## src/rtl/axis_loopback_pkg.sv

```systemverilog
// Shared types and helpers for the AXI4-Stream loopback FIFO.
// Mode encodings, latch states and width-generic byte-lane reversal.
package axis_loopback_pkg;

  typedef enum logic [1:0] {
    MODE_PASS  = 2'd0,
    MODE_BSWAP = 2'd1,
    MODE_INV   = 2'd2,
    MODE_INC   = 2'd3
  } mode_e;

  typedef enum logic {
    ST_IDLE = 1'b0,
    ST_PKT  = 1'b1
  } lat_state_e;

  localparam int unsigned MAX_BYTES  = 128;
  localparam int unsigned MAX_DATA_W = MAX_BYTES * 8;

  // Reverse the lowest n_bytes byte lanes; callers cast to their real width.
  function automatic logic [MAX_DATA_W-1:0] byte_reverse(
    input logic [MAX_DATA_W-1:0] d,
    input int unsigned           n_bytes
  );
    logic [MAX_DATA_W-1:0] r;
    r = '0;
    for (int unsigned i = 0; i < MAX_BYTES; i++) begin
      if (i < n_bytes) r[i*8 +: 8] = d[(n_bytes-1-i)*8 +: 8];
    end
    return r;
  endfunction

  // Same reversal applied to one enable bit per lane.
  function automatic logic [MAX_BYTES-1:0] lane_reverse(
    input logic [MAX_BYTES-1:0] k,
    input int unsigned          n_bytes
  );
    logic [MAX_BYTES-1:0] r;
    r = '0;
    for (int unsigned i = 0; i < MAX_BYTES; i++) begin
      if (i < n_bytes) r[i] = k[n_bytes-1-i];
    end
    return r;
  endfunction

endpackage

```

## src/rtl/axis_sync_fifo.sv

```systemverilog
// Single-clock FIFO with registered level and a registered not-full ready.
// Head entry reads as zero while empty so idle outputs stay quiet.
module axis_sync_fifo
  import axis_loopback_pkg::*;
#(
  parameter int unsigned WIDTH = 8,
  parameter int unsigned DEPTH = 16
) (
  input  logic                     clk,
  input  logic                     rst_n,
  input  logic                     i_push,
  input  logic [WIDTH-1:0]         i_wdata,
  input  logic                     i_pop,
  output logic [WIDTH-1:0]         o_rdata,
  output logic                     o_empty,
  output logic                     o_ready,
  output logic [$clog2(DEPTH):0]   o_level
);

  localparam int unsigned PTR_W = $clog2(DEPTH);
  localparam int unsigned LVL_W = PTR_W + 1;

  logic [WIDTH-1:0] r_mem [DEPTH];
  logic [PTR_W-1:0] r_wptr;
  logic [PTR_W-1:0] r_rptr;
  logic [LVL_W-1:0] r_level;
  logic             r_ready;
  logic [LVL_W-1:0] w_level_nxt;
  logic             w_empty;
  logic             w_do_push;
  logic             w_do_pop;

  assign w_empty   = (r_level == '0);
  assign w_do_push = i_push & r_ready;
  assign w_do_pop  = i_pop & ~w_empty;

  always_comb begin
    w_level_nxt = r_level;
    case ({w_do_push, w_do_pop})
      2'b10:   w_level_nxt = r_level + LVL_W'(1);
      2'b01:   w_level_nxt = r_level - LVL_W'(1);
      default: w_level_nxt = r_level;
    endcase
  end

  // Ready is held low through reset and tracks not-full afterwards.
  always_ff @(posedge clk or negedge rst_n) begin
    if (!rst_n) begin
      r_wptr  <= '0;
      r_rptr  <= '0;
      r_level <= '0;
      r_ready <= 1'b0;
    end else begin
      if (w_do_push) r_wptr <= r_wptr + PTR_W'(1);
      if (w_do_pop)  r_rptr <= r_rptr + PTR_W'(1);
      r_level <= w_level_nxt;
      r_ready <= (w_level_nxt != LVL_W'(DEPTH));
    end
  end

  always_ff @(posedge clk) begin
    if (w_do_push) r_mem[r_wptr] <= i_wdata;
  end

  assign o_rdata = w_empty ? '0 : r_mem[r_rptr];
  assign o_empty = w_empty;
  assign o_ready = r_ready;
  assign o_level = r_level;

endmodule

```

## src/rtl/axis_loopback_fifo.sv

```systemverilog
// AXI4-Stream loopback: per-packet mode latch and write-side transform in
// front of an elastic FIFO, with packet counters and occupancy for software.
module axis_loopback_fifo
  import axis_loopback_pkg::*;
#(
  parameter int unsigned DATA_WIDTH = 32,
  parameter int unsigned KEEP_WIDTH = DATA_WIDTH / 8,
  parameter int unsigned DEPTH      = 16,
  parameter int unsigned CNT_WIDTH  = 16
) (
  input  logic                    axi_clk,
  input  logic                    axi_reset_n,
  input  logic                    s_axis_valid,
  input  logic [DATA_WIDTH-1:0]   s_axis_data,
  input  logic [KEEP_WIDTH-1:0]   s_axis_keep,
  input  logic                    s_axis_last,
  output logic                    s_axis_ready,
  output logic                    m_axis_valid,
  output logic [DATA_WIDTH-1:0]   m_axis_data,
  output logic [KEEP_WIDTH-1:0]   m_axis_keep,
  output logic                    m_axis_last,
  input  logic                    m_axis_ready,
  input  logic [1:0]              mode,
  output logic [$clog2(DEPTH):0]  fifo_level,
  output logic [CNT_WIDTH-1:0]    pkt_in_count,
  output logic [CNT_WIDTH-1:0]    pkt_out_count
);

  localparam int unsigned ENTRY_W = DATA_WIDTH + KEEP_WIDTH + 1;

  lat_state_e            r_state;
  lat_state_e            w_state_nxt;
  mode_e                 r_cur_mode;
  mode_e                 w_cur_mode_nxt;
  mode_e                 w_eff_mode;
  logic [DATA_WIDTH-1:0] w_tx_data;
  logic [KEEP_WIDTH-1:0] w_tx_keep;
  logic                  w_fifo_ready;
  logic                  w_fifo_empty;
  logic [ENTRY_W-1:0]    w_head;
  logic                  w_push;
  logic                  w_pop;
  logic [CNT_WIDTH-1:0]  r_pkt_in;
  logic [CNT_WIDTH-1:0]  r_pkt_out;

  assign w_push = s_axis_valid & w_fifo_ready;
  assign w_pop  = m_axis_valid & m_axis_ready;

  always_ff @(posedge axi_clk or negedge axi_reset_n) begin
    if (!axi_reset_n) begin
      r_state    <= ST_IDLE;
      r_cur_mode <= MODE_PASS;
    end else begin
      r_state    <= w_state_nxt;
      r_cur_mode <= w_cur_mode_nxt;
    end
  end

  // First beat of a packet samples the mode input; later beats reuse it.
  always_comb begin
    w_state_nxt    = r_state;
    w_cur_mode_nxt = r_cur_mode;
    w_eff_mode     = (r_state == ST_PKT) ? r_cur_mode : mode_e'(mode);
    if (w_push) begin
      case (r_state)
        ST_IDLE: begin
          w_cur_mode_nxt = mode_e'(mode);
          if (!s_axis_last) w_state_nxt = ST_PKT;
        end
        ST_PKT: begin
          if (s_axis_last) w_state_nxt = ST_IDLE;
        end
        default: w_state_nxt = ST_IDLE;
      endcase
    end
  end

  always_comb begin
    w_tx_data = s_axis_data;
    w_tx_keep = s_axis_keep;
    case (w_eff_mode)
      MODE_BSWAP: begin
        w_tx_data = DATA_WIDTH'(byte_reverse(MAX_DATA_W'(s_axis_data), KEEP_WIDTH));
        w_tx_keep = KEEP_WIDTH'(lane_reverse(MAX_BYTES'(s_axis_keep), KEEP_WIDTH));
      end
      MODE_INV:  w_tx_data = ~s_axis_data;
      MODE_INC:  w_tx_data = s_axis_data + DATA_WIDTH'(1);
      default:   w_tx_data = s_axis_data;
    endcase
  end

  axis_sync_fifo #(
    .WIDTH (ENTRY_W),
    .DEPTH (DEPTH)
  ) u_fifo (
    .clk     (axi_clk),
    .rst_n   (axi_reset_n),
    .i_push  (w_push),
    .i_wdata ({s_axis_last, w_tx_keep, w_tx_data}),
    .i_pop   (w_pop),
    .o_rdata (w_head),
    .o_empty (w_fifo_empty),
    .o_ready (w_fifo_ready),
    .o_level (fifo_level)
  );

  always_ff @(posedge axi_clk or negedge axi_reset_n) begin
    if (!axi_reset_n) begin
      r_pkt_in  <= '0;
      r_pkt_out <= '0;
    end else begin
      if (w_push && s_axis_last)      r_pkt_in  <= r_pkt_in + CNT_WIDTH'(1);
      if (w_pop && m_axis_last)       r_pkt_out <= r_pkt_out + CNT_WIDTH'(1);
    end
  end

  assign s_axis_ready  = w_fifo_ready;
  assign m_axis_valid  = ~w_fifo_empty;
  assign m_axis_data   = w_head[DATA_WIDTH-1:0];
  assign m_axis_keep   = w_head[DATA_WIDTH +: KEEP_WIDTH];
  assign m_axis_last   = w_head[ENTRY_W-1];
  assign pkt_in_count  = r_pkt_in;
  assign pkt_out_count = r_pkt_out;

endmodule

```

## config.mk

```make
export PLATFORM = sky130hd
export DESIGN_NAME = axis_loopback_fifo
export DESIGN_NICKNAME = d
export VERILOG_FILES = /design/src/rtl/axis_loopback_pkg.sv /design/src/rtl/axis_sync_fifo.sv /design/src/rtl/axis_loopback_fifo.sv
export SDC_FILE = /design/constraint.sdc
export NUM_CORES = 1
export LEC_CHECK = 0
export BUFFER_PORTS_ARGS = -buffer_cell sky130_fd_sc_hd__buf_2
export CORE_AREA = 2 2 277 279
export DETAILED_ROUTE_END_ITERATION = 12
export DIE_AREA = 0 0 279 281
export PLACE_DENSITY_LB_ADDON = 0.25
export SLEW_MARGIN = 30
export SYNTH_ARGS = -nofsm -noshare
export SYNTH_HDL_FRONTEND = slang
export SYNTH_SLANG_ARGS = --single-unit
```

## constraint.sdc

```tcl
create_clock -name axi_clk -period 11.8 [get_ports axi_clk]
set_input_delay 0.59 -clock axi_clk [delete_from_list [all_inputs] [get_ports axi_clk]]
set_output_delay 0.59 -clock axi_clk [all_outputs]
set_load 0.05 [all_outputs]
```

==> flow_summary.ini <==
[critical_path]
crit_fanout = 44
path_buf_inv = 3
worstSetupPathType = flip-flop to output pin
crit_start = u_fifo.r_rptr[0]
crit_slowest_cell = dfrtp_4
reg2reg_setup_slack_ns = 8.70
path_cells = buf_4, buf_6, mux4_2, mux4_2, and2_1, buf_2
setup.worst_path.end = m_axis_data[11]
timing.rr.start = u_fifo.r_rptr[3]
end_kind = output pin
crit_cells = 6
startpoint_type = flip-flop
cp.arrival_ns = 4.37
worst_path_largest_cell_delay_ns = 0.78
crit_family = buffers and inverters
worstReg2RegEnd = pkt_out_count[15]
crit_required_ns = 11.21
crit_top_cell = mux4_2
r2r_cells = 7

[synthesis]
yosys_most_used_dff = edfxtp_1
synth_fp_nets = 1414
mappedNetlistArea_mm2 = 0.0262
ys_seq_area_share_pct = 72.4
synthCells = 1361
avgSynthCellArea_um2 = 19.3
async_flop_share_pct = 7.64
synth_edf_count = 592
synth_cell_type_count = 51
yosys_warnings = 0
ys_ff_latch = 641

[clock_tree]
clk_pin_slew_worst_paths_ns = 0.06
cts_num_sinks = 641
cts-hold-fix-buffers = 0
clk_latency_ns = 0.60
htreeDepth = 3
clk_path_buf_depth = 3
cts_resized = 0
cts_buffers = 70
cts-root-buf = clkbuf_16
cts_setup_buffers = 0
cts_tree = done

[die]
die-height_um = 281
io_pins = 119
row_count = 101
die_w_um = 279
start_util_pct = 34.8
coreArea_mm2 = 0.0754
die_area_mm2 = 0.0784

[sta]
rsz0062_at_grt = no
slew-limit-headroom_pct = 39.4
slew_viol_final = 0
post-route-min-period_ns = 4.96
fin_crit_sh_pct = 42.0
fmaxAchievable_mhz = 202
tns_ns = 0
setup_violations = 0
hold_viol = 0
clock_skew_ns = 0.0215
tightest_slew_ns = 0.909

[finish]
layout_commonest_cell = edfxtp_1
fin_cells = 2553
mostFrequentLayoutCells = edfxtp_1, mux4_2, buf_2
layout.nets = 1573
area_delta_synth_final_pct = 16.5
drive_above_1_share_pct = 31.7

[job]
maxCapViolations = 0

[drt]
via_count = 13600
drtIter0Drc = 1223
ant_nets = 0
drtPass1Iterations = 5
detail_route.wl_per_cell_um = 25.3
vias_per_cell = 5.31
routed_wl_um = 64600
drc_errors = 0

[pwr]
p_leak_nw = 10.0
peakVddDrop_mv = 0.155
pwr_density_cell_mw_per_mm2 = 284

[grt]
grt_pass1_vias = 14200
grt_max_degree = 68
globalRouteTotalUtil_pct = 16.6
grt_pass1_wl_um = 95100
antenna_found_initial = 6
gr-total-overflow = 0

[outcome]
run_status = finished clean

[placed_design]
gp_congestion = 0.796
dp.cells = 2426
post-dp-hpwl_um = 34300
io_buffer_count = 118

[worst_hold_path]
min_path_type = input port to async pin
Yosys cell counts (13+ instances only):
library cell	n	area (µm²)
dfrtp_1	49	1230
mux4_2	180	4050
buf_4	14	105
nor2_1	61	229
a31oi_1	36	225
a21oi_1	18	90.1
edfxtp_1	592	17800
nand2_1	93	349
inv_1	14	52.6
clkbuf_1	39	146
nand3_1	21	105
xnor2_1	44	385
and2_1	40	250
xor2_1	24	210
nor3_1	13	65.1
worst reg2reg max path, stage by stage, from the launching register on:
cell,delay [ns]
dfrtp_2,0.82
buf_4,0.63
mux2_2,0.30
o2bb2ai_1,0.10
or4_4,0.50
o31a_4,0.21
nor4_2,0.31
xor2_1,0.17
how the worst min path moves through the flow:
stage                           start           endpoint  slack (ns)  cells after the start
floorplan                 axi_reset_n    pkt_in_count[0]        0.29                      0
global placement    pkt_out_count[15]  pkt_out_count[15]        0.45                      1
detailed placement   pkt_in_count[15]   pkt_in_count[15]        0.46                      1
CTS                       axi_reset_n   pkt_out_count[2]        0.11                      2
global route              axi_reset_n   pkt_out_count[1]        0.16                      2
finish                    axi_reset_n   pkt_out_count[1]        0.10                      2
report_power, final:
part	total, mW	switching [mW]	internal (mW)
logic	3.16	2.03	1.12
registers	3.36	0.201	3.16
clock network	2.18	0.893	1.29
routing by layer:
layer / vias to the layer above / GRT usage (%) / wire length (µm)
met1: 7278 / 24.0 / 29600
met4: 6 / 3.82 / 1140
met2: 374 / 26.3 / 30500
met5: - / 0 / 34
met3: 91 / 3.04 / 3350
li1: 5817 / - / -
final cells by class:
class / instances / area [µm²]
antenna: 1 / 2.50
clock buffer: 86 / 1860
clock inverter: 40 / 430
fill: 6703 / 44900
inverter: 14 / 55.1
multi-input combinational: 636 / 7090
sequential: 641 / 19000
tap: 978 / 1220
timing repair buffer: 157 / 891
sequential cells by signal, indices dropped and copies added, names as in the netlist:
name / flops
u_fifo.r_mem: 592
pkt_in_count: 16
pkt_out_count: 16
u_fifo.o_level: 5
u_fifo.r_rptr: 4
u_fifo.r_wptr: 4
r_cur_mode: 2
r_state: 1
u_fifo.o_ready: 1
per-stage QoR:
step	total power, mW	setup slack (ns)	hold slack (ns)	cell area (µm²)	util (%)
floorplan	5.64	7.65	0.294	26200	-
global placement	6.55	7.07	0.454	28200	37.3
detailed placement	6.62	7.07	0.463	28300	37.5
CTS	8.82	6.40	0.105	30600	40.5
global route	9.10	6.44	0.158	30600	40.5
finish	8.69	6.84	0.104	30600	40.5
cell families after synthesis:
logic type                 Yosys count  share of synthesized area, %
muxes                              194                          16.0
buffers and inverters               84                          1.50
adders and majority gates           10                         0.477
xor gates and xnor gates            68                          2.27
and+or+nand+nor                    274                          5.10
DFF                                641                          72.4
AOI/OAI and AO/OA                   90                          2.23
(Power assumes the default switching activity.)
